**src/rtl/key_seq_pkg.sv**
```systemverilog
// key_seq_pkg
// Shared constants and helpers for the key state sequencer and its debouncer.
//   DIR_UP / DIR_DOWN         : encoding of the step-direction input.
//   KEY_PRESSED / KEY_RELEASED: levels of the active-low key.
//   db_cnt_w()                : width of a counter that must hold 0..cycles.
package key_seq_pkg;

  localparam logic DIR_UP       = 1'b0;
  localparam logic DIR_DOWN     = 1'b1;
  localparam logic KEY_PRESSED  = 1'b0;
  localparam logic KEY_RELEASED = 1'b1;

  // Counter width able to represent 0..cycles; never narrower than one bit.
  function automatic int db_cnt_w(input int cycles);
    return (cycles < 1) ? 1 : $clog2(cycles + 1);
  endfunction

endpackage

```
**src/rtl/key_debounce.sv**
```systemverilog
// key_debounce
// Two-flop synchroniser followed by a stable-count debouncer for one
// active-low key. A level change at the synchroniser output is accepted only
// after it has persisted for DEBOUNCE_CYCLES consecutive edges; any return to
// the accepted level restarts the count.
// Ports:
//   clk      in  clock, rising edge
//   rst      in  synchronous reset, active-high
//   key_in   in  raw asynchronous key, active-low
//   key_db   out debounced key level (1 = released)
//   fall_evt out combinational; high in the cycle before key_db registers 0
module key_debounce
  import key_seq_pkg::*;
#(
  parameter int DEBOUNCE_CYCLES = 2
) (
  input  logic clk,
  input  logic rst,
  input  logic key_in,
  output logic key_db,
  output logic fall_evt
);

  localparam int CNT_W = db_cnt_w(DEBOUNCE_CYCLES);
  localparam logic [CNT_W-1:0] CNT_LAST = CNT_W'(DEBOUNCE_CYCLES - 1);

  if (DEBOUNCE_CYCLES < 1) begin : g_param_err
    $error("key_debounce: DEBOUNCE_CYCLES must be >= 1");
  end

  logic             sync1_reg;
  logic             sync2_reg;
  logic             key_db_reg;
  logic [CNT_W-1:0] cnt_reg;
  logic             accept;

  // The synchronised level differs from the accepted one and has done so for
  // long enough: this edge commits the new level.
  assign accept   = (sync2_reg != key_db_reg) && (cnt_reg == CNT_LAST);
  assign fall_evt = accept && (sync2_reg == KEY_PRESSED);
  assign key_db   = key_db_reg;

  always_ff @(posedge clk) begin
    if (rst) begin
      sync1_reg  <= KEY_RELEASED;
      sync2_reg  <= KEY_RELEASED;
      key_db_reg <= KEY_RELEASED;
      cnt_reg    <= '0;
    end else begin
      sync1_reg <= key_in;
      sync2_reg <= sync1_reg;
      if (sync2_reg == key_db_reg) begin
        cnt_reg <= '0;
      end else if (accept) begin
        key_db_reg <= sync2_reg;
        cnt_reg    <= '0;
      end else begin
        cnt_reg <= cnt_reg + CNT_W'(1);
      end
    end
  end

endmodule

```
**src/rtl/key_state_sequencer.sv**
```systemverilog
// key_state_sequencer
// Debounces one active-low push-button and steps an N-state sequencer on each
// accepted press, up or down by `dir`, wrapping or saturating at the limits.
// Optional feature macro: KEY_SEQ_LONG_PRESS_EN -- a long hold returns the
// sequencer to INIT_STATE and pulses long_pulse; without it long_pulse is 0.
// Ports:
//   clk         in  clock, rising edge
//   rst         in  synchronous reset, active-high
//   key_in      in  raw asynchronous key, active-low
//   dir         in  0 = step up, 1 = step down (sampled on the press edge)
//   state_out   out current state (STATE_W bits)
//   press_pulse out one-cycle pulse per accepted press
//   limit_pulse out one-cycle pulse when a press wraps or saturates
//   long_pulse  out one-cycle pulse on long-press detection
module key_state_sequencer
  import key_seq_pkg::*;
#(
  parameter int NUM_STATES      = 4,
  parameter int STATE_W         = 2,
  parameter int INIT_STATE      = 0,
  parameter int DEBOUNCE_CYCLES = 2,
  parameter int WRAP            = 1,
  parameter int LONG_CYCLES     = 50
) (
  input  logic               clk,
  input  logic               rst,
  input  logic               key_in,
  input  logic               dir,
  output logic [STATE_W-1:0] state_out,
  output logic               press_pulse,
  output logic               limit_pulse,
  output logic               long_pulse
);

  localparam logic [STATE_W-1:0] LAST_STATE = STATE_W'(NUM_STATES - 1);
  localparam logic [STATE_W-1:0] INIT_VAL   = STATE_W'(INIT_STATE);

  if ((NUM_STATES < 2) || (NUM_STATES > (1 << STATE_W)) ||
      (INIT_STATE < 0) || (INIT_STATE >= NUM_STATES) ||
      (DEBOUNCE_CYCLES < 1) || ((WRAP != 0) && (WRAP != 1)) ||
      (LONG_CYCLES < 1)) begin : g_param_err
    $error("key_state_sequencer: illegal parameter combination");
  end

  logic key_db;
  logic fall_evt;

  key_debounce #(
    .DEBOUNCE_CYCLES(DEBOUNCE_CYCLES)
  ) u_debounce (
    .clk     (clk),
    .rst     (rst),
    .key_in  (key_in),
    .key_db  (key_db),
    .fall_evt(fall_evt)
  );

  logic [STATE_W-1:0] state_reg, state_next;
  logic               press_reg, press_next;
  logic               limit_reg, limit_next;

`ifdef KEY_SEQ_LONG_PRESS_EN
  localparam int LONG_W = db_cnt_w(LONG_CYCLES);
  localparam logic [LONG_W-1:0] LONG_MAX = LONG_W'(LONG_CYCLES);

  logic [LONG_W-1:0] long_cnt_reg, long_cnt_next;
  logic              long_reg, long_next;
  logic              long_hit;

  // Counter saturates at LONG_MAX, so the hit fires once per hold.
  assign long_hit = (key_db == KEY_PRESSED) &&
                    (long_cnt_reg == LONG_W'(LONG_CYCLES - 1));

  always_comb begin
    long_cnt_next = long_cnt_reg;
    if (key_db == KEY_RELEASED) begin
      long_cnt_next = '0;
    end else if (long_cnt_reg != LONG_MAX) begin
      long_cnt_next = long_cnt_reg + LONG_W'(1);
    end
  end

  always_ff @(posedge clk) begin
    if (rst) begin
      long_cnt_reg <= '0;
      long_reg     <= 1'b0;
    end else begin
      long_cnt_reg <= long_cnt_next;
      long_reg     <= long_next;
    end
  end

  assign long_pulse = long_reg;
`else
  // The debounced level only feeds the long-press counter.
  logic key_db_unused;
  assign key_db_unused = key_db;
  assign long_pulse    = 1'b0;
`endif

  always_comb begin
    state_next = state_reg;
    press_next = 1'b0;
    limit_next = 1'b0;
`ifdef KEY_SEQ_LONG_PRESS_EN
    long_next  = 1'b0;
`endif
    if (fall_evt) begin
      press_next = 1'b1;
      if (dir == DIR_UP) begin
        if (state_reg == LAST_STATE) begin
          limit_next = 1'b1;
          state_next = (WRAP != 0) ? '0 : state_reg;
        end else begin
          state_next = state_reg + STATE_W'(1);
        end
      end else begin
        if (state_reg == '0) begin
          limit_next = 1'b1;
          state_next = (WRAP != 0) ? LAST_STATE : state_reg;
        end else begin
          state_next = state_reg - STATE_W'(1);
        end
      end
    end
`ifdef KEY_SEQ_LONG_PRESS_EN
    // A press needs key_db=1 and a long hit needs key_db=0, so they never
    // coincide; the long hit simply overrides.
    if (long_hit) begin
      state_next = INIT_VAL;
      long_next  = 1'b1;
    end
`endif
  end

  always_ff @(posedge clk) begin
    if (rst) begin
      state_reg <= INIT_VAL;
      press_reg <= 1'b0;
      limit_reg <= 1'b0;
    end else begin
      state_reg <= state_next;
      press_reg <= press_next;
      limit_reg <= limit_next;
    end
  end

  assign state_out   = state_reg;
  assign press_pulse = press_reg;
  assign limit_pulse = limit_reg;

endmodule

```
**config.mk**
```make
export PLATFORM = sky130hd
export DESIGN_NAME = key_state_sequencer
export DESIGN_NICKNAME = d
export VERILOG_FILES = /design/src/rtl/key_seq_pkg.sv /design/src/rtl/key_debounce.sv /design/src/rtl/key_state_sequencer.sv
export SDC_FILE = /design/constraint.sdc
export NUM_CORES = 1
export LEC_CHECK = 0
export ABC_AREA = 0
export ABC_CLOCK_PERIOD_IN_PS = 1500
export CELL_PAD_IN_SITES_DETAIL_PLACEMENT = 0
export CELL_PAD_IN_SITES_GLOBAL_PLACEMENT = 1
export CORE_AREA = 3 3 40 42
export DETAILED_ROUTE_END_ITERATION = 7
export DIE_AREA = 0 0 43 45
export GPL_TIMING_DRIVEN = 0
export PLACE_DENSITY = 0.72
export SYNTH_ARGS = -nofsm -noshare
export SYNTH_HDL_FRONTEND = slang
export SYNTH_HIERARCHICAL = 1
export SYNTH_SLANG_ARGS = --single-unit
```
**constraint.sdc**
```tcl
create_clock -name clk -period 1.5 [get_ports clk]
set_clock_uncertainty 0.1 [all_clocks]
set_input_delay 0.375 -clock clk [delete_from_list [all_inputs] [get_ports clk]]
set_output_delay 0.375 -clock clk [all_outputs]
set_load 0.01 [all_outputs]
```
==> results.toml, run 1 <==
[cells_and_area]
drive_above_1_share = 0.2667
post-route-util = 0.3759
layout.nets = 53
nFillCells = 138
n_antenna_cell = 0
areaGrowthSynthToFinish_pct = 29.97

[clocking]
numClockSinks = 9
cts.path.max_buffers = 2
tritoncts = "built"
cts_max_level = 1
root_buffer = "clkbuf_4"
insertion_delay_ns = 0.25
post-cts-setup-buffers = 0
cts_buffers = 3
hold_buffers = 0
path_clk_slew_ns = 0.06

[sta]
setup_viol = 0
timing.final.crit_share = 0.9194
drv_slew = 0
hold_violations = 0
finalCriticalPeriod_ns = 1.379
rsz0062_at_grt = "false"
timing.fmax_mhz = 725.1

[placed_design]
io_buffers = 7
gp_congestion = 0.6641
dp_hpwl_um = 456.8

[global_routing]
met1_usage = 0.06326
use_met3 = 0.02390
grt_use_total = 0.06683
grt_pass1_wl_um = 924
grt_pass1_vias = 248
use_met2 = 0.1168
antenna_found_initial = 0
overflow = 0
grt_max_degree = 9
grt-busiest-layer = "met2"

[die]
rows = 13
die_h_um = 45
die_area_um2 = 1935
start_util = 0.2892
die_w_um = 43
pin_count = 9
core-area_um2 = 1285

[worst_setup_path]
path_cells = "dlygate4sd2_1"
r2r_start = "u_debounce/cnt_reg[0]$_SDFF_PP0_"
start_kind = "register"
crit_path_end = "state_out[0]"
ff2ff_path_depth = 4
critPathKind = "register to output pin"
r2r_end = "limit_pulse$_SDFF_PP0_"
path_buf_inv = 1
startpoint = "state_out[0]$_SDFFE_PP0P_"
crit_arrival_ns = 0.90
cp_top_family = "flip-flops"
required_ns = 1.02
cp-end-kind = "output pin"
r2r_setup_slack_ns = 0.16
crit_slowest_cell = "dfxtp_2"
worst-path-stages = 1
cpPeakStageDelay_ns = 0.37
cp_max_fo = 5

[job]
drv_cap = 0

[yosys]
synth_area_um2 = 371.6
synth_area_leader_cell = "dfxtp_1"
syn_inst = 34
avgSynthCellArea_um2 = 10.93
ys_types = 19
synth_top_area_frac = 0.4848
ys_warn_count = 6
ys_ff_latch = 9
synthesis.nets = 41
netlist_top_cells_area = "dfxtp_1, ha_1, xnor2_1, a311oi_2, nor4_1"
yosysSeqAreaShare = 0.4848

[route]
drt_wl_total_um = 575
vias = 260
routed_via_density = 4.333
drcViolationCount = 0
drt_iter0_markers = 4
ant_nets = 0
wl_per_cell_um = 9.583
dr.pass1.iters = 4

[power_and_ir_drop]
total_leakage_power_nw = 0.2067
p_per_area_nw_per_um2 = 975.2
vdd_drop_max_uv = 368.1
p_total_mw = 0.4710

[status]
run_status = "finished clean"

[worst_hold_path]
hold_path_class = "register to register"
==> how the worst min path moves through the flow <==
stage                                    startpoint                         endpoint  slack (ns)  cells past startpoint
floorplan           u_debounce/sync1_reg$_SDFF_PP1_  u_debounce/sync2_reg$_SDFF_PP1_        0.29                      1
global placement    u_debounce/sync1_reg$_SDFF_PP1_  u_debounce/sync2_reg$_SDFF_PP1_        0.29                      1
detailed placement  u_debounce/sync1_reg$_SDFF_PP1_  u_debounce/sync2_reg$_SDFF_PP1_        0.30                      1
CTS                 u_debounce/sync1_reg$_SDFF_PP1_  u_debounce/sync2_reg$_SDFF_PP1_        0.31                      1
global route        u_debounce/sync1_reg$_SDFF_PP1_  u_debounce/sync2_reg$_SDFF_PP1_        0.34                      1
finish              u_debounce/sync1_reg$_SDFF_PP1_  u_debounce/sync2_reg$_SDFF_PP1_        0.31                      1
==> synth_stat cells <==
cell and number:
and2b_1 1, nor2_1 1, conb_1 1, xnor2_1 2, a311oi_2 1, and3b_2 1
a21oi_2 1, nor2b_1 1, nand2_1 1, a211oi_1 1, dfxtp_1 9, buf_4 1
a21boi_0 1, a211o_2 1, inv_1 3, nand2b_2 1, or2_2 2, ha_1 3
nor4_1 2
==> area by class of cell <==
type	instances	area [µm²]	share of cell area
buffer	1	7.507	0.01554
clock buffer	4	26.28	0.05440
sequential	9	181.4	0.3756
multi-input combinational	21	172.7	0.3575
tap	15	18.77	0.03886
inverter	3	11.26	0.02332
timing repair buffer	7	65.06	0.1347
==> cell families (layout without fill, tap and decap cells) <==
group	after synthesis	count (layout)	share of synthesized area
AND/OR/NAND/NOR	10	10	0.1751
flip-flops	9	9	0.4848
AO/OA/AOI/OAI	5	5	0.1313
buffers and inverters	4	15	0.05051
adder cells (fa/ha/maj)	3	3	0.1010
XOR/XNOR	2	2	0.04715
other	1	1	0.01009
==> report_power, final <==
group / internal (mW) / switching (mW)
Sequential: 0.247 / 0.00498
Combinational: 0.0226 / 0.0167
Clock: 0.102 / 0.0779
Total: 0.371 / 0.0995
==> through the flow <==
step / instances / setup WS (ns) / instance area (µm²) / hold slack, ns / TNS, ns
after floorplan: 34 / 0.2029 / 371.6 / 0.2895 / 0
after global placement: 56 / -0.05398 / 460.4 / 0.2936 / -0.05398
after detailed placement: 56 / -0.09360 / 460.4 / 0.2967 / -0.1166
after CTS: 60 / 0.1075 / 483.0 / 0.3134 / 0
after global routing: 60 / 0.07088 / 483.0 / 0.3373 / 0
final: 60 / 0.1208 / 483.0 / 0.3117 / 0
==> layer usage <==
metal / part of all wire / wire (µm)
met5: 0 / 0
met4: 0 / 0
met3: 0.073 / 42
met2: 0.51 / 295
met1: 0.41 / 237
==> layout by cell type (no fill, tap or decap), types with 2 or more instances in the layout <==
cell / count
clkbuf_4: 3
inv_1: 3
dlygate4sd2_1: 4
clkdlybuf4s50_1: 3
nor4_1: 2
xnor2_1: 2
or2_2: 2
ha_1: 3
dfxtp_1: 8
==> repair_timing <==
item / 4_1_cts / 5_1_grt
resized for setup: 5 / 0
endpoints found under the hold margin: 0 / 0
endpoints found under the setup margin: 4 / 0
No activity file was read; power rests on OpenSTA's default activity.
==> run 2, diff against run 1 <==
==> constraint.sdc (replaced) <==
create_clock -name clk -period 1.5 [get_ports clk]
set_clock_uncertainty 0.1 [all_clocks]
set_input_delay 0.375 -clock clk [delete_from_list [all_inputs] [get_ports clk]]
set_output_delay 0.375 -clock clk [all_outputs]
set_load 0.05 [all_outputs]
==> run 2 against run 1 <==
Clock-buffer cell count is the same. Final area rose by 1.0%. Via count up 3.8%. Setup slack got worse by 0.074 ns. Flip-flop and latch count unchanged. Critical path depth stayed put. Maximum frequency shrank 5.1%. Hold slack better by 0.0026 ns. Critical endpoint is now state_out[1]. Largest power group unchanged. Highest routed layer is now met4.
==> results.toml, run 2 (synthesis gave the netlist of run 1 again) <==
[status]
run_status = "finished clean"

[clocking]
tritoncts = "built"
insertion_delay_ns = 0.26
path_clk_slew_ns = 0.06
root_buffer = "clkbuf_4"
cts.path.max_buffers = 2
hold_buffers = 0
cts_max_level = 1
numClockSinks = 9
cts_buffers = 3

[global_routing]
grt_use_total = 0.07853
overflow = 0
grt_max_degree = 9
grt_pass1_wl_um = 1021
grt_pass1_vias = 247
antenna_found_initial = 0

[sta]
tns_ns = 0
rsz0062_at_grt = "false"
finalCriticalPeriod_ns = 1.453
setup_viol = 0
timing.final.crit_share = 0.9689
whs_ns = 0.3144
drv_slew = 0
hold_violations = 0
timing.fmax_mhz = 688.1

[die]
die_w_um = 43
rows = 13
die_h_um = 45
start_util = 0.2892
pin_count = 9
core-area_um2 = 1285
die_area_um2 = 1935

[cells_and_area]
regArea_um2 = 182.7
drive_above_1_share = 0.3778
nFillCells = 132
n_antenna_cell = 0
post-route-util = 0.3797
multi_input_area_um2 = 172.7
finalInstanceArea_um2 = 488.0
areaGrowthSynthToFinish_pct = 31.31
layout.nets = 53
final_common_cell = "dfxtp_1"

[worst_setup_path]
path_cells = "clkdlybuf4s15_2"
cp-end-kind = "output pin"
cp_top_family = "buffers and inverters"
start_kind = "register"
crit_slowest_cell = "clkdlybuf4s15_2"
required_ns = 1.02
cpPeakStageDelay_ns = 0.37
path_buf_inv = 1
critPathKind = "register to output pin"
crit_arrival_ns = 0.98
cp_max_fo = 4

[route]
drt_iter0_markers = 1
ant_nets = 0
wl_per_cell_um = 10.72
dr.pass1.iters = 2
routed_via_density = 4.500
drt_wl_total_um = 643
vias = 270
drcViolationCount = 0

[worst_hold_path]
hold_path_class = "register to register"

[placed_design]
gp_congestion = 0.6753
dpl-instance-area_um2 = 462.9
io_buffers = 7

[power_and_ir_drop]
total_leakage_power_nw = 0.1911
vdd_drop_max_uv = 320.9
p_total_mw = 0.4871
p_per_area_nw_per_um2 = 998.2

[job]
drv_cap = 0
==> run 2: changes by cell type in the layout (fill, tap and decap cells not counted), sizes merged <==
cell / delta
dlygate4sd2: -4
clkdlybuf4s15: +3
buf: +1
==> run 2: layout make-up <==
type                            count  share of cell area
Tap cell                           15             0.03846
Inverter                            3             0.02308
Clock buffer                        4             0.05385
Timing Repair Buffer                7              0.1410
Multi-Input combinational cell     21              0.3538
Buffer                              1             0.01538
Sequential cell                     9              0.3744
==> run 2: repair_timing <==
| item | in CTS | in global routing |
|---|---|---|
| buffers inserted | 0 | 0 |
| gates resized for setup | 14 | 0 |
| endpoints found under the setup margin | 4 | 0 |
==> run 2: through the flow <==
stage,std cells,setup slack (ns)
final,60,0.04667
after global routing,60,0.007579
after CTS,60,0.03675
after detailed placement,56,-0.1459
after global placement,56,-0.1447
after floorplan,34,0.1050
==> run 2: path summary, 6_finish.rpt <==
kind	depth (start not counted)	to	slack [ns]	from
setup / recovery	1	state_out[1]	0.05	state_out[1]$_SDFFE_PP0P_
hold / removal	1	u_debounce/sync2_reg$_SDFF_PP1_	0.31	u_debounce/sync1_reg$_SDFF_PP1_
setup reg to reg	4	limit_pulse$_SDFF_PP0_	0.15	u_debounce/cnt_reg[0]$_SDFF_PP0_
hold reg to reg	1	u_debounce/sync2_reg$_SDFF_PP1_	0.31	u_debounce/sync1_reg$_SDFF_PP1_
==> run 2: per-layer routing <==
metal  GRT usage  routed length [µm]
met3     0.03586                  37
met2      0.1317                 352
met1     0.07056                 237
met4     0.07229                  15
met5           0                   0
==> run 2: where the power goes <==
part | total, mW | switching (mW) | internal [mW]
Sequential | 0.252 | 0.00474 | 0.247
Clock | 0.187 | 0.0847 | 0.103
Combinational | 0.0482 | 0.0253 | 0.0229
==> run 3, diff against run 2 <==
--- a/config.mk
+++ b/config.mk
@@ -12,6 +12,7 @@
 export CORE_AREA = 3 3 40 42
 export DETAILED_ROUTE_END_ITERATION = 7
 export DIE_AREA = 0 0 43 45
+export GPL_ROUTABILITY_DRIVEN = 0
 export GPL_TIMING_DRIVEN = 0
 export PLACE_DENSITY = 0.72
 export SYNTH_ARGS = -nofsm -noshare
==> results of run 3 <==
Final layout, timing and power as in run 2 (identical DEF).
